**src/rtl/cpu_pkg.sv**
```systemverilog
// rtl/cpu_pkg.sv - shared fetch-stage types and constants
// Contents: NOP_INSTR encoding, fetch_state_t FSM states, if_id_t IF/ID record.
package cpu_pkg;

  localparam logic [31:0] NOP_INSTR = 32'hD503201F;

  typedef enum logic {
    RUN  = 1'b0,
    HALT = 1'b1
  } fetch_state_t;

  typedef struct packed {
    logic [63:0] pc;
    logic [31:0] instr;
    logic        valid;
  } if_id_t;

  localparam if_id_t IF_ID_BUBBLE = '{pc: 64'd0, instr: NOP_INSTR, valid: 1'b0};

endpackage

```
**src/rtl/if_id_reg.sv**
```systemverilog
// rtl/if_id_reg.sv - IF/ID pipeline register with hold and bubble insert
// Ports:
//   clk      in   clock
//   rst      in   async active-high reset, clears to bubble
//   i_bubble in   load a bubble (wins over i_hold)
//   i_hold   in   keep current contents
//   i_d      in   fetched record to capture
//   o_q      out  current IF/ID contents
module if_id_reg
  import cpu_pkg::*;
(
  input  logic   clk,
  input  logic   rst,
  input  logic   i_bubble,
  input  logic   i_hold,
  input  if_id_t i_d,
  output if_id_t o_q
);

  if_id_t r_q;

  always_ff @(posedge clk or posedge rst) begin
    if (rst) begin
      r_q <= IF_ID_BUBBLE;
    end else if (i_bubble) begin
      r_q <= IF_ID_BUBBLE;
    end else if (!i_hold) begin
      r_q <= i_d;
    end
  end

  assign o_q = r_q;

endmodule

```
**src/rtl/fetch_stage.sv**
```systemverilog
// rtl/fetch_stage.sv - LEGv8 instruction fetch: PC, redirect, stall, halt
// Ports:
//   clk, reset        clock; async active-high reset
//   imem_addr         byte address to ROM (current PC)
//   imem_instr        combinational ROM word
//   stall             hold PC and IF/ID
//   branch_taken      redirect to branch_target and squash IF/ID
//   branch_target     redirect address
//   if_id_pc/instr/valid  IF/ID register contents
//   halted            fetch stopped
//   fault             sticky misaligned-branch halt cause
module fetch_stage
  import cpu_pkg::*;
#(
  parameter int unsigned MEM_SIZE = 1024,
  parameter logic [63:0] RESET_PC = 64'd0
) (
  input  logic        clk,
  input  logic        reset,
  output logic [63:0] imem_addr,
  input  logic [31:0] imem_instr,
  input  logic        stall,
  input  logic        branch_taken,
  input  logic [63:0] branch_target,
  output logic [63:0] if_id_pc,
  output logic [31:0] if_id_instr,
  output logic        if_id_valid,
  output logic        halted,
  output logic        fault
);

  // pc + 3 >= MEM_SIZE rewritten as pc > MEM_SIZE - 4 so the test cannot wrap.
  localparam logic [63:0] LP_LAST_PC = 64'(MEM_SIZE) - 64'd4;

  fetch_state_t r_state;
  fetch_state_t w_state_next;
  logic [63:0]  r_pc;
  logic [63:0]  w_pc_next;
  logic         r_fault;
  logic         w_fault_next;
  logic         w_bubble;
  logic         w_hold;
  if_id_t       w_capture;
  if_id_t       w_if_id;

  always_ff @(posedge clk or posedge reset) begin
    if (reset) begin
      r_state <= RUN;
      r_pc    <= RESET_PC;
      r_fault <= 1'b0;
    end else begin
      r_state <= w_state_next;
      r_pc    <= w_pc_next;
      r_fault <= w_fault_next;
    end
  end

  always_comb begin
    w_state_next = r_state;
    w_pc_next    = r_pc;
    w_fault_next = r_fault;
    w_bubble     = 1'b0;
    w_hold       = 1'b0;
    case (r_state)
      RUN: begin
        if (branch_taken) begin
          w_bubble = 1'b1;
          if (branch_target[1:0] != 2'b00) begin
            w_fault_next = 1'b1;
            w_state_next = HALT;
          end else begin
            w_pc_next = branch_target;
          end
        end else if (stall) begin
          w_hold = 1'b1;
        end else if (r_pc > LP_LAST_PC) begin
          w_bubble     = 1'b1;
          w_state_next = HALT;
        end else begin
          w_pc_next = r_pc + 64'd4;
        end
      end
      default: begin
        // IF/ID already holds the bubble loaded on entry to HALT.
        w_hold = 1'b1;
      end
    endcase
  end

  assign w_capture = '{pc: r_pc, instr: imem_instr, valid: 1'b1};

  if_id_reg u_if_id_reg (
    .clk     (clk),
    .rst     (reset),
    .i_bubble(w_bubble),
    .i_hold  (w_hold),
    .i_d     (w_capture),
    .o_q     (w_if_id)
  );

  assign imem_addr   = r_pc;
  assign if_id_pc    = w_if_id.pc;
  assign if_id_instr = w_if_id.instr;
  assign if_id_valid = w_if_id.valid;
  assign halted      = (r_state == HALT);
  assign fault       = r_fault;

endmodule
```
**config.mk**
```make
export PLATFORM = sky130hd
export DESIGN_NAME = fetch_stage
export DESIGN_NICKNAME = d
export VERILOG_FILES = /design/src/rtl/cpu_pkg.sv /design/src/rtl/if_id_reg.sv /design/src/rtl/fetch_stage.sv
export SDC_FILE = /design/constraint.sdc
export NUM_CORES = 1
export LEC_CHECK = 0
export CAP_MARGIN = 20
export CORE_MARGIN = 2
export CORE_UTILIZATION = 32
export CTS_BUF_LIST = sky130_fd_sc_hd__clkbuf_2 sky130_fd_sc_hd__clkbuf_4 sky130_fd_sc_hd__clkbuf_8
export DETAILED_ROUTE_END_ITERATION = 12
export PLACE_DENSITY = 0.64
export SLEW_MARGIN = 20
export SYNTH_ARGS = -nofsm -noshare
export SYNTH_HDL_FRONTEND = slang
export SYNTH_HIERARCHICAL = 1
export SYNTH_SLANG_ARGS = --single-unit
```
**constraint.sdc**
```tcl
create_clock -name clk -period 3.7 [get_ports clk]
set_input_delay 0.925 -clock clk [delete_from_list [all_inputs] [get_ports clk]]
set_output_delay 0.925 -clock clk [all_outputs]
set_load 0.01 [all_outputs]
```
==> results of run 1 <==
## per-layer routing
metal | share of wire | GRT usage | vias to the layer above
li1 | - | - | 2736
met1 | 0.44 | 0.250 | 2833
met2 | 0.48 | 0.295 | 192
met3 | 0.059 | 0.0462 | 27
met4 | 0.020 | 0.0636 | 0
met5 | 0 | 0 | -
## worst max-delay path, stage by stage, from the launching register on
cell and delay (ns):
dfrtp_1 0.48, ha_1 0.27, nand4_1 0.21, nor3_1 0.38, nor3_1 0.12, buf_4 0.18
and2_1 0.17, a21oi_4 0.17, buf_12 0.30, buf_4 0.25, nor2_1 0.06
## registers in the layout (all words and copies together), names as in the netlist
register	flops
u_if_id_reg/o_q	97
imem_addr	64
fault	1
halted	1
## cell usage after synthesis
| cell type | count |
|---|---|
| buf_8 | 1 |
| nand2_1 | 130 |
| mux2i_1 | 85 |
| nor3_1 | 6 |
| and2_1 | 1 |
| a31oi_1 | 2 |
| buf_12 | 3 |
| nor4_1 | 13 |
| dfrtp_1 | 150 |
| nor4_4 | 1 |
| ha_1 | 1 |
| or3_2 | 1 |
| or2_2 | 2 |
| nand3_1 | 8 |
| nor2b_1 | 18 |
| o22a_1 | 3 |
| and4b_1 | 1 |
| clkbuf_8 | 2 |
| clkbuf_1 | 14 |
| or3_1 | 2 |
| and3_1 | 2 |
| a32oi_1 | 1 |
| o31ai_1 | 1 |
| o21ai_4 | 1 |
| and3_2 | 1 |
| a41oi_1 | 5 |
| conb_1 | 1 |
| a211oi_1 | 3 |
| inv_1 | 9 |
| nand4_1 | 8 |
| o21ai_0 | 7 |
| buf_6 | 9 |
| nor2_1 | 97 |
| or4_4 | 1 |
| a21oi_1 | 11 |
| buf_2 | 8 |
| a22o_1 | 6 |
| buf_4 | 2 |
| o22ai_1 | 7 |
| a211o_1 | 13 |
| o21a_1 | 1 |
| dfstp_2 | 13 |
## logic make-up after synthesis
group / synth area share
and+or+nand+nor: 0.181
DFF: 0.583
muxes: 0.121
AOI/OAI and AO/OA: 0.0634
buffers and inverters: 0.0492
adders and majority gates: 0.00178
other: 0.000534
## power breakdown
part / leakage [nW] / switching (mW) / internal (mW)
registers: 2.13 / 0.173 / 1.99
clock network: 0.173 / 0.728 / 0.556
logic: 2.90 / 0.344 / 0.536
## per-stage QoR
| step | std cells | setup slack, ns | total power [mW] |
|---|---|---|---|
| 2_1_floorplan | 651 | 0.263 | 2.48 |
| 3_3_place_gp | 1175 | 0.625 | 3.08 |
| 3_5_place_dp | 1175 | 0.569 | 3.09 |
| 4_1_cts | 1207 | 0.904 | 4.40 |
| 5_1_grt | 1207 | 0.686 | 4.55 |
| 6_report | 1207 | 0.958 | 4.33 |
## how the worst min path moves through the flow
stage	startpoint	endpoint	slack, ns
floorplan	fault$_DFFE_PP0P_	fault$_DFFE_PP0P_	0.50
global route	fault$_DFFE_PP0P_	fault$_DFFE_PP0P_	0.52
finish	fault$_DFFE_PP0P_	fault$_DFFE_PP0P_	0.47
detailed placement	fault$_DFFE_PP0P_	fault$_DFFE_PP0P_	0.46
CTS	fault$_DFFE_PP0P_	fault$_DFFE_PP0P_	0.48
global placement	fault$_DFFE_PP0P_	fault$_DFFE_PP0P_	0.45
## layout make-up
| type | count | share of cell area |
|---|---|---|
| Timing Repair Buffer | 283 | 0.276 |
| Sequential cell | 163 | 0.397 |
| Clock buffer | 19 | 0.0242 |
| Inverter | 9 | 0.00364 |
| Tap cell | 280 | 0.0340 |
| Multi-Input combinational cell | 440 | 0.253 |
| Clock inverter | 13 | 0.0124 |
==> metrics, run 1 <==
Post CTS Setup Buffer Count=0; number of I/O port buffers=about 260; fin crit share=0.741; CP Capture Type=flip-flop; status=finished clean; most frequent cells in the layout=clkdlybuf4s50_1, dfrtp_1, nand2_1; die width=approximately 150 um; worst hold path stage count=2; largest net degree at the start of global routing=62; crit path launch type=flip-flop; gate count after technology mapping=651; GRT Total Usage=0.186; initial antenna violation count=0; Distinct cells, synth=42; IO Pins=263; num rows=54; area grow syn2layout=46.8%; Hold Crit Class=reg -> reg; Fillers=~2000; Synth area leader=dfrtp_1; worst-path fanout max=58; Worst Skew=0.0147 ns; Rel. slew slack=0.568; Leak=5.20 nW; GRT Residual Overflow=0; utilization after layout=0.475; Net Count, Synth=752; setup TNS=0 ns; Synth top area share=0.535; global-route wire length before repair=33800 um; hold_buf cts=0; Power Density=420 mW/mm2; GP Congestion=0.798; achievable frequency=0.365 GHz; Area contributors post-synth=dfrtp_1, mux2i_1, nand2_1, nor2_1, dfstp_2; vias in the first global route=between 5000 and 6000; yosys synthesis warning count=6; Via Count=5788; Hold Slack=0.475 ns; Routed Antenna Nets=0; worst setup path start=imem_addr[3]$_DFFE_PP0P_; fraction of layout cells with a size suffix above 1=0.0841; CTS sink count=~160; max cap viols=0; Seq/Total Area, Yosys=0.583; routed len/inst=17.9 um; RSZ-0062 raised after global routing=no; Yosys reg bits=between 150 and 200; CTS HTree Levels=4; Min Clock Period, post-route=2.74 ns; clock buffer depth=2; Worst Setup Path Type=reg -> reg; cts repair resizes=0; mean number of vias per cell=4.80; Slew @ Worst Pin=0.648 ns; 1st-iter DRT viols=approximately 260; worst r2r src=imem_addr[3]$_DFFE_PP0P_; n_diodes=0; Post-DP Area=roughly 0.0099 mm2; CP required=4.04 ns; starting density of the core=0.324; dpl hpwl=between 15000 and 20000 um; clk slew on worst S/H paths=0.09 ns; Reg area=0.00410 mm2; synthesized area=0.00702 mm2; router iterations before antenna repair=5; Max IR drop VDD=between 200 and 250 uV; reg2reg end=u_if_id_reg/o_q[95]$_DFFE_PP0P_; drt drc=0; Die Y=between 150 and 200 um; Slew Viols, Final=0; most common cell after layout, fill and taps aside=clkdlybuf4s50_1; Final Setup Violations=0; die area=0.0231 mm2; WL final=21600 um; clk_lat worst skew=0.46 ns; Worst Path Arrival=3.09 ns; R2R setup slack=0.96 ns; Core Footprint=0.0217 mm2; Final #Nets=slightly above 1000; final hold violation count=0; CTS tree=built; Num CTS Buffers=17; CP endpoint=u_if_id_reg/o_q[95]$_DFFE_PP0P_; r2r worst-path depth=10; syn avg cell area=approximately 11 um2; final instance area=approximately 0.01 mm2; clk root buf=clkbuf_8; Multi-input gate area=0.00260 mm2
(Power assumes the default switching activity.)
==> run 2: changes to the inputs <==
- clock period: 3.7 -> 2.8 ns (I/O delays scaled with it)
==> run 2 against run 1 <==
Clock-buffer cell count stayed put; sequential power is 32% higher; combinational power is 37% higher; cell area is 1.6% higher; clock power is 30% higher; via count is 0.74% higher; flip-flop and latch count stayed put; critical endpoint is now imem_addr[11]$_DFFE_PP0P_.
==> metrics, run 2 (synthesis results as in run 1) <==
status=finished clean; Num CTS Buffers=17; vias in the first global route=~6000; clk root buf=clkbuf_8; drt drc=0; CTS HTree Levels=4; num rows=54; GP Congestion=0.800; CTS tree=built; Worst Skew=0.0188 ns; Rel. slew slack=0.651; max reg flops=97; number of I/O port buffers=around 260; final instance area=0.0105 mm2; crit path launch type=flip-flop; hold_buf cts=0; fin crit share=0.912; Comb power frac=0.211; Multi-input gate area=0.00261 mm2; Via Count=5831; Worst Setup Path Type=reg -> reg; most common cell after layout, fill and taps aside=clkdlybuf4s50_1; CP Capture Type=flip-flop; router iterations before antenna repair=4; clock share of power=0.291; clk slew on worst S/H paths=0.10 ns; CTS sink count=163; RSZ-0062 raised after global routing=no; WL final=21500 um; achievable frequency=about 0.39 GHz; setup TNS=0 ns; cts repair resizes=0; GRT Total Usage=0.188; dpl hpwl=between 15000 and 20000 um; Max IR drop VDD=353 uV; max cap viols=0; worst-path fanout max=8; Post-DP Area=between 0.01 and 0.015 mm2; Worst Path Arrival=2.89 ns; 1st-iter DRT viols=330; n_diodes=0; Die Y=152 um; die width=152 um; initial antenna violation count=1; Core Footprint=0.0217 mm2; most frequent cells in the layout=clkdlybuf4s50_1, dfrtp_1, nand2_1; routed len/inst=17.6 um; Psw=1.67 mW; area grow syn2layout=49.1%; Reg area=0.00410 mm2; Slew Viols, Final=0; GRT Residual Overflow=0; fraction of layout cells with a size suffix above 1=0.0988; clk_lat worst skew=between 0.4 and 0.5 ns; die area=between 0.02 and 0.025 mm2; largest net degree at the start of global routing=between 60 and 70; CP required=between 3 and 4 ns; switch share=0.291; clock buffer depth=2; final hold violation count=0; Final Setup Violations=0; mean number of vias per cell=4.78; Power Density=546 mW/mm2; Final #Nets=1029; starting density of the core=0.324; global-route wire length before repair=34400 um; register share of total power=0.498; Hold Crit Class=reg -> reg; Slew @ Worst Pin=0.524 ns; Min Clock Period, post-route=between 2 and 3 ns; IO Pins=263; Routed Antenna Nets=0; Int Pwr=~4 mW; Fillers=2029; Leak=around 5.3 nW; Post CTS Setup Buffer Count=0
## run 2: power by group through the flow
stage	Clock, mW	Sequential, mW	Combinational (mW)
after floorplan	0	2.98	0.302
after global placement	0	2.89	1.21
after detailed placement	0	2.90	1.22
after CTS	1.73	2.85	1.23
after global routing	1.82	2.89	1.30
final	1.66	2.85	1.21
## run 2: worst paths after layout
kind	from	endpoint	slack, ns	cells after the start
worst max-delay path	imem_addr[44]$_DFFE_PP0P_	imem_addr[11]$_DFFE_PP0P_	0.25	8
worst min-delay path	fault$_DFFE_PP0P_	fault$_DFFE_PP0P_	0.49	2
worst max register to register	imem_addr[44]$_DFFE_PP0P_	imem_addr[11]$_DFFE_PP0P_	0.25	8
worst min register to register	fault$_DFFE_PP0P_	fault$_DFFE_PP0P_	0.49	2
max in group asynchronous	reset	u_if_id_reg/o_q[32]$_DFFE_PP1P_	1.67	3
min in group asynchronous	reset	imem_addr[2]$_DFFE_PP0P_	0.71	3
## run 2: metal layers
layer,share of wire,up-vias,GRT usage
li1,-,2770,-
met4,0.020,2,0.0583
met3,0.053,29,0.0516
met2,0.47,187,0.293
met1,0.46,2843,0.256
met5,0.00060,-,0
## run 2: layout make-up
class	count	share of cell area
sequential	163	0.391
tap	280	0.0335
multi-input combinational	440	0.249
timing repair buffer	297	0.286
clock inverter	13	0.0110
clock buffer	19	0.0250
inverter	9	0.00371
## run 2: critical path: stages, from the launching register on
cell	delay (ns)
dfrtp_1	0.45
nor4_1	0.49
nand4_1	0.28
nor3_1	0.24
buf_4	0.19
and2_1	0.26
buf_4	0.16
o21ai_4	0.10
o21ai_0	0.27
## run 2: through the flow
step	instances	util	hold WS (ns)	power, mW	setup slack, ns
floorplan	651	-	0.503	3.28	0.445
global placement	1189	0.465	0.450	4.10	0.143
detailed placement	1189	0.465	0.472	4.12	0.147
CTS	1221	0.482	0.495	5.81	0.0869
global route	1221	0.483	0.539	6.01	0.0859
finish	1221	0.483	0.493	5.72	0.247
==> run 3: changes to the inputs <==
- CELL_PAD_IN_SITES_DETAIL_PLACEMENT: not set -> 1
- CELL_PAD_IN_SITES_GLOBAL_PLACEMENT: not set -> 1
- CORE_ASPECT_RATIO: not set -> 1.4
- PLACE_DENSITY: 0.64 -> 0.8
==> run 3 against run 2 <==
Flip-flop and latch count unchanged; non-clock buffer count down 5; combinational power about the same; routed wire length up 12%; clock-buffer cell count up 4; global-route usage up 2.6 points; hold slack worse by 0.029 ns; cell area down 0.25%; critical path depth unchanged; first-iteration DRC count down 37%; critical endpoint is now u_if_id_reg/o_q[87]$_DFFE_PP0P_; largest cell class unchanged; largest power group unchanged; highest routed layer unchanged.
==> metrics, run 3 (synthesis results as in run 1) <==
router iterations before antenna repair=4; most frequent CP cell=nor3_1; Hold Crit Class=reg -> reg; initial antenna violation count=1; crit path launch type=flip-flop; slowest CP cell=dfrtp_1; dpl hpwl=~18000 um; hold path start=fault$_DFFE_PP0P_; area grow syn2layout=48.7%; Final #Nets=1024; Final Setup Violations=0; most common cell after layout, fill and taps aside=clkdlybuf4s50_1; most frequent cells in the layout=clkdlybuf4s50_1, dfrtp_1, nand2_1; clk_lat worst skew=0.47 ns; CTS sink count=163; Post-DP Area=0.0101 mm2; worst r2r src=imem_addr[2]$_DFFE_PP0P_; CP cell instances=ha_1, nand4_1, nor3_1, nor3_1, and2_1, a21oi_4, buf_12, nor2_1; CTS tree=built; Worst Skew=approximately 0.012 ns; Leak=5.27 nW; drt drc=0; hold_buf cts=0; GRT Residual Overflow=0; GP Congestion=around 0.80; global-route wire length before repair=37300 um; Max IR drop VDD=268 uV; pre-CTS WS=0.0851 ns; CP required=3.15 ns; crit-path max cell delay=0.48 ns; Via Count=6000; Die Y=around 180 um; Fillers=2377; critical path's top delay family=simple AND/OR/NAND/NOR gates; mean number of vias per cell=4.87; RSZ-0062 raised after global routing=no; clock share of power=0.291; Routed Antenna Nets=0; 1st-iter DRT viols=about 210; final hold violation count=0; fraction of layout cells with a size suffix above 1=0.0929; starting density of the core=0.324; Slew @ Worst Pin=between 0.6 and 0.7 ns; worst hold path endpoint=fault$_DFFE_PP0P_; vias in the first global route=~6400; Power Total=around 5.8 mW; CP bufs+invs=1; Num CTS Buffers=17; num rows=64; WL final=24200 um; Min Clock Period, post-route=2.58 ns; worst-path fanout max=59; largest net degree at the start of global routing=between 60 and 70; routed len/inst=19.6 um; Slew Viols, Final=0; clk root buf=clkbuf_8; GRT Total Usage=0.214; Int Pwr=4.14 mW; achievable frequency=0.388 GHz; worst hold path stage count=2; final instance area=0.0104 mm2; final worst slack=0.221 ns; register share of total power=0.496; die width=129 um; Worst Setup Path Type=reg -> reg; status=finished clean; CTS HTree Levels=4; max cap viols=0; setup TNS=0 ns; fin crit share=0.921; Worst Path Arrival=2.93 ns; switch share=0.281; Post CTS Setup Buffer Count=0; n_diodes=0; max reg flops=97; CP Capture Type=flip-flop; Power Density=551 mW/mm2; die area=0.0232 mm2; clk slew on worst S/H paths=approximately 0.090 ns; reg2reg end=u_if_id_reg/o_q[87]$_DFFE_PP0P_; clock buffer depth=2; number of I/O port buffers=262; Core Footprint=between 0.02 and 0.025 mm2; Comb power frac=0.213; Psw=1.62 mW; Rel. slew slack=0.545; IO Pins=263; utilization after layout=0.481; cts repair resizes=0; R2R setup slack=0.22 ns; r2r worst-path depth=8
==> run 3: how the worst max path moves through the flow <==
| stage | start | endpoint | slack, ns | depth (start not counted) |
|---|---|---|---|---|
| after global placement | branch_taken | imem_addr[35]$_DFFE_PP0P_ | 0.12 | 7 |
| after detailed placement | branch_taken | imem_addr[3]$_DFFE_PP0P_ | 0.09 | 6 |
| after CTS | imem_addr[2]$_DFFE_PP0P_ | u_if_id_reg/o_q[87]$_DFFE_PP0P_ | 0.15 | 8 |
| after floorplan | reset | fault$_DFFE_PP0P_ | 0.45 | 1 |
| final | imem_addr[2]$_DFFE_PP0P_ | u_if_id_reg/o_q[87]$_DFFE_PP0P_ | 0.22 | 8 |
| after global routing | imem_addr[20]$_DFFE_PP0P_ | imem_addr[6]$_DFFE_PP0P_ | 0.06 | 7 |
==> run 3: area by class of cell <==
class	instances	area, um2	area share
clock buffer	23	292	0.0279
clock inverter	9	81.3	0.00779
inverter	9	38.8	0.00371
multi-input combinational	440	2600	0.249
sequential	163	4100	0.392
tap	297	372	0.0356
timing repair buffer	292	2960	0.283
==> run 3: power by group through the flow <==
stage,registers [mW],clock network (mW),logic (mW)
floorplan,2.98,0,0.302
global placement,2.89,0,1.21
detailed placement,2.91,0,1.24
CTS,2.86,1.74,1.24
global route,2.90,1.82,1.32
finish,2.86,1.68,1.23
==> run 3: worst reg2reg max path, cell delays in order, from the launching register on <==
cell	delay, ns
dfrtp_1	0.48
ha_1	0.28
nand4_1	0.26
nor3_1	0.37
nor3_1	0.17
and2_1	0.23
a21oi_4	0.24
buf_12	0.30
nor2_1	0.15
==> run 3: per-stage QoR <==
step,hold WS [ns],std cells
floorplan,0.503,651
global placement,0.451,1201
detailed placement,0.451,1201
CTS,0.470,1233
global route,0.489,1233
finish,0.464,1233
==> run 3: layer usage <==
layer  global-route usage  vias up  routed length [um]
li1                     -     2750                   -
met5                    0        -                  13
met2                0.384      183               12800
met4               0.0820        2                 705
met1                0.243     3024                9490
met3               0.0498       41                1200
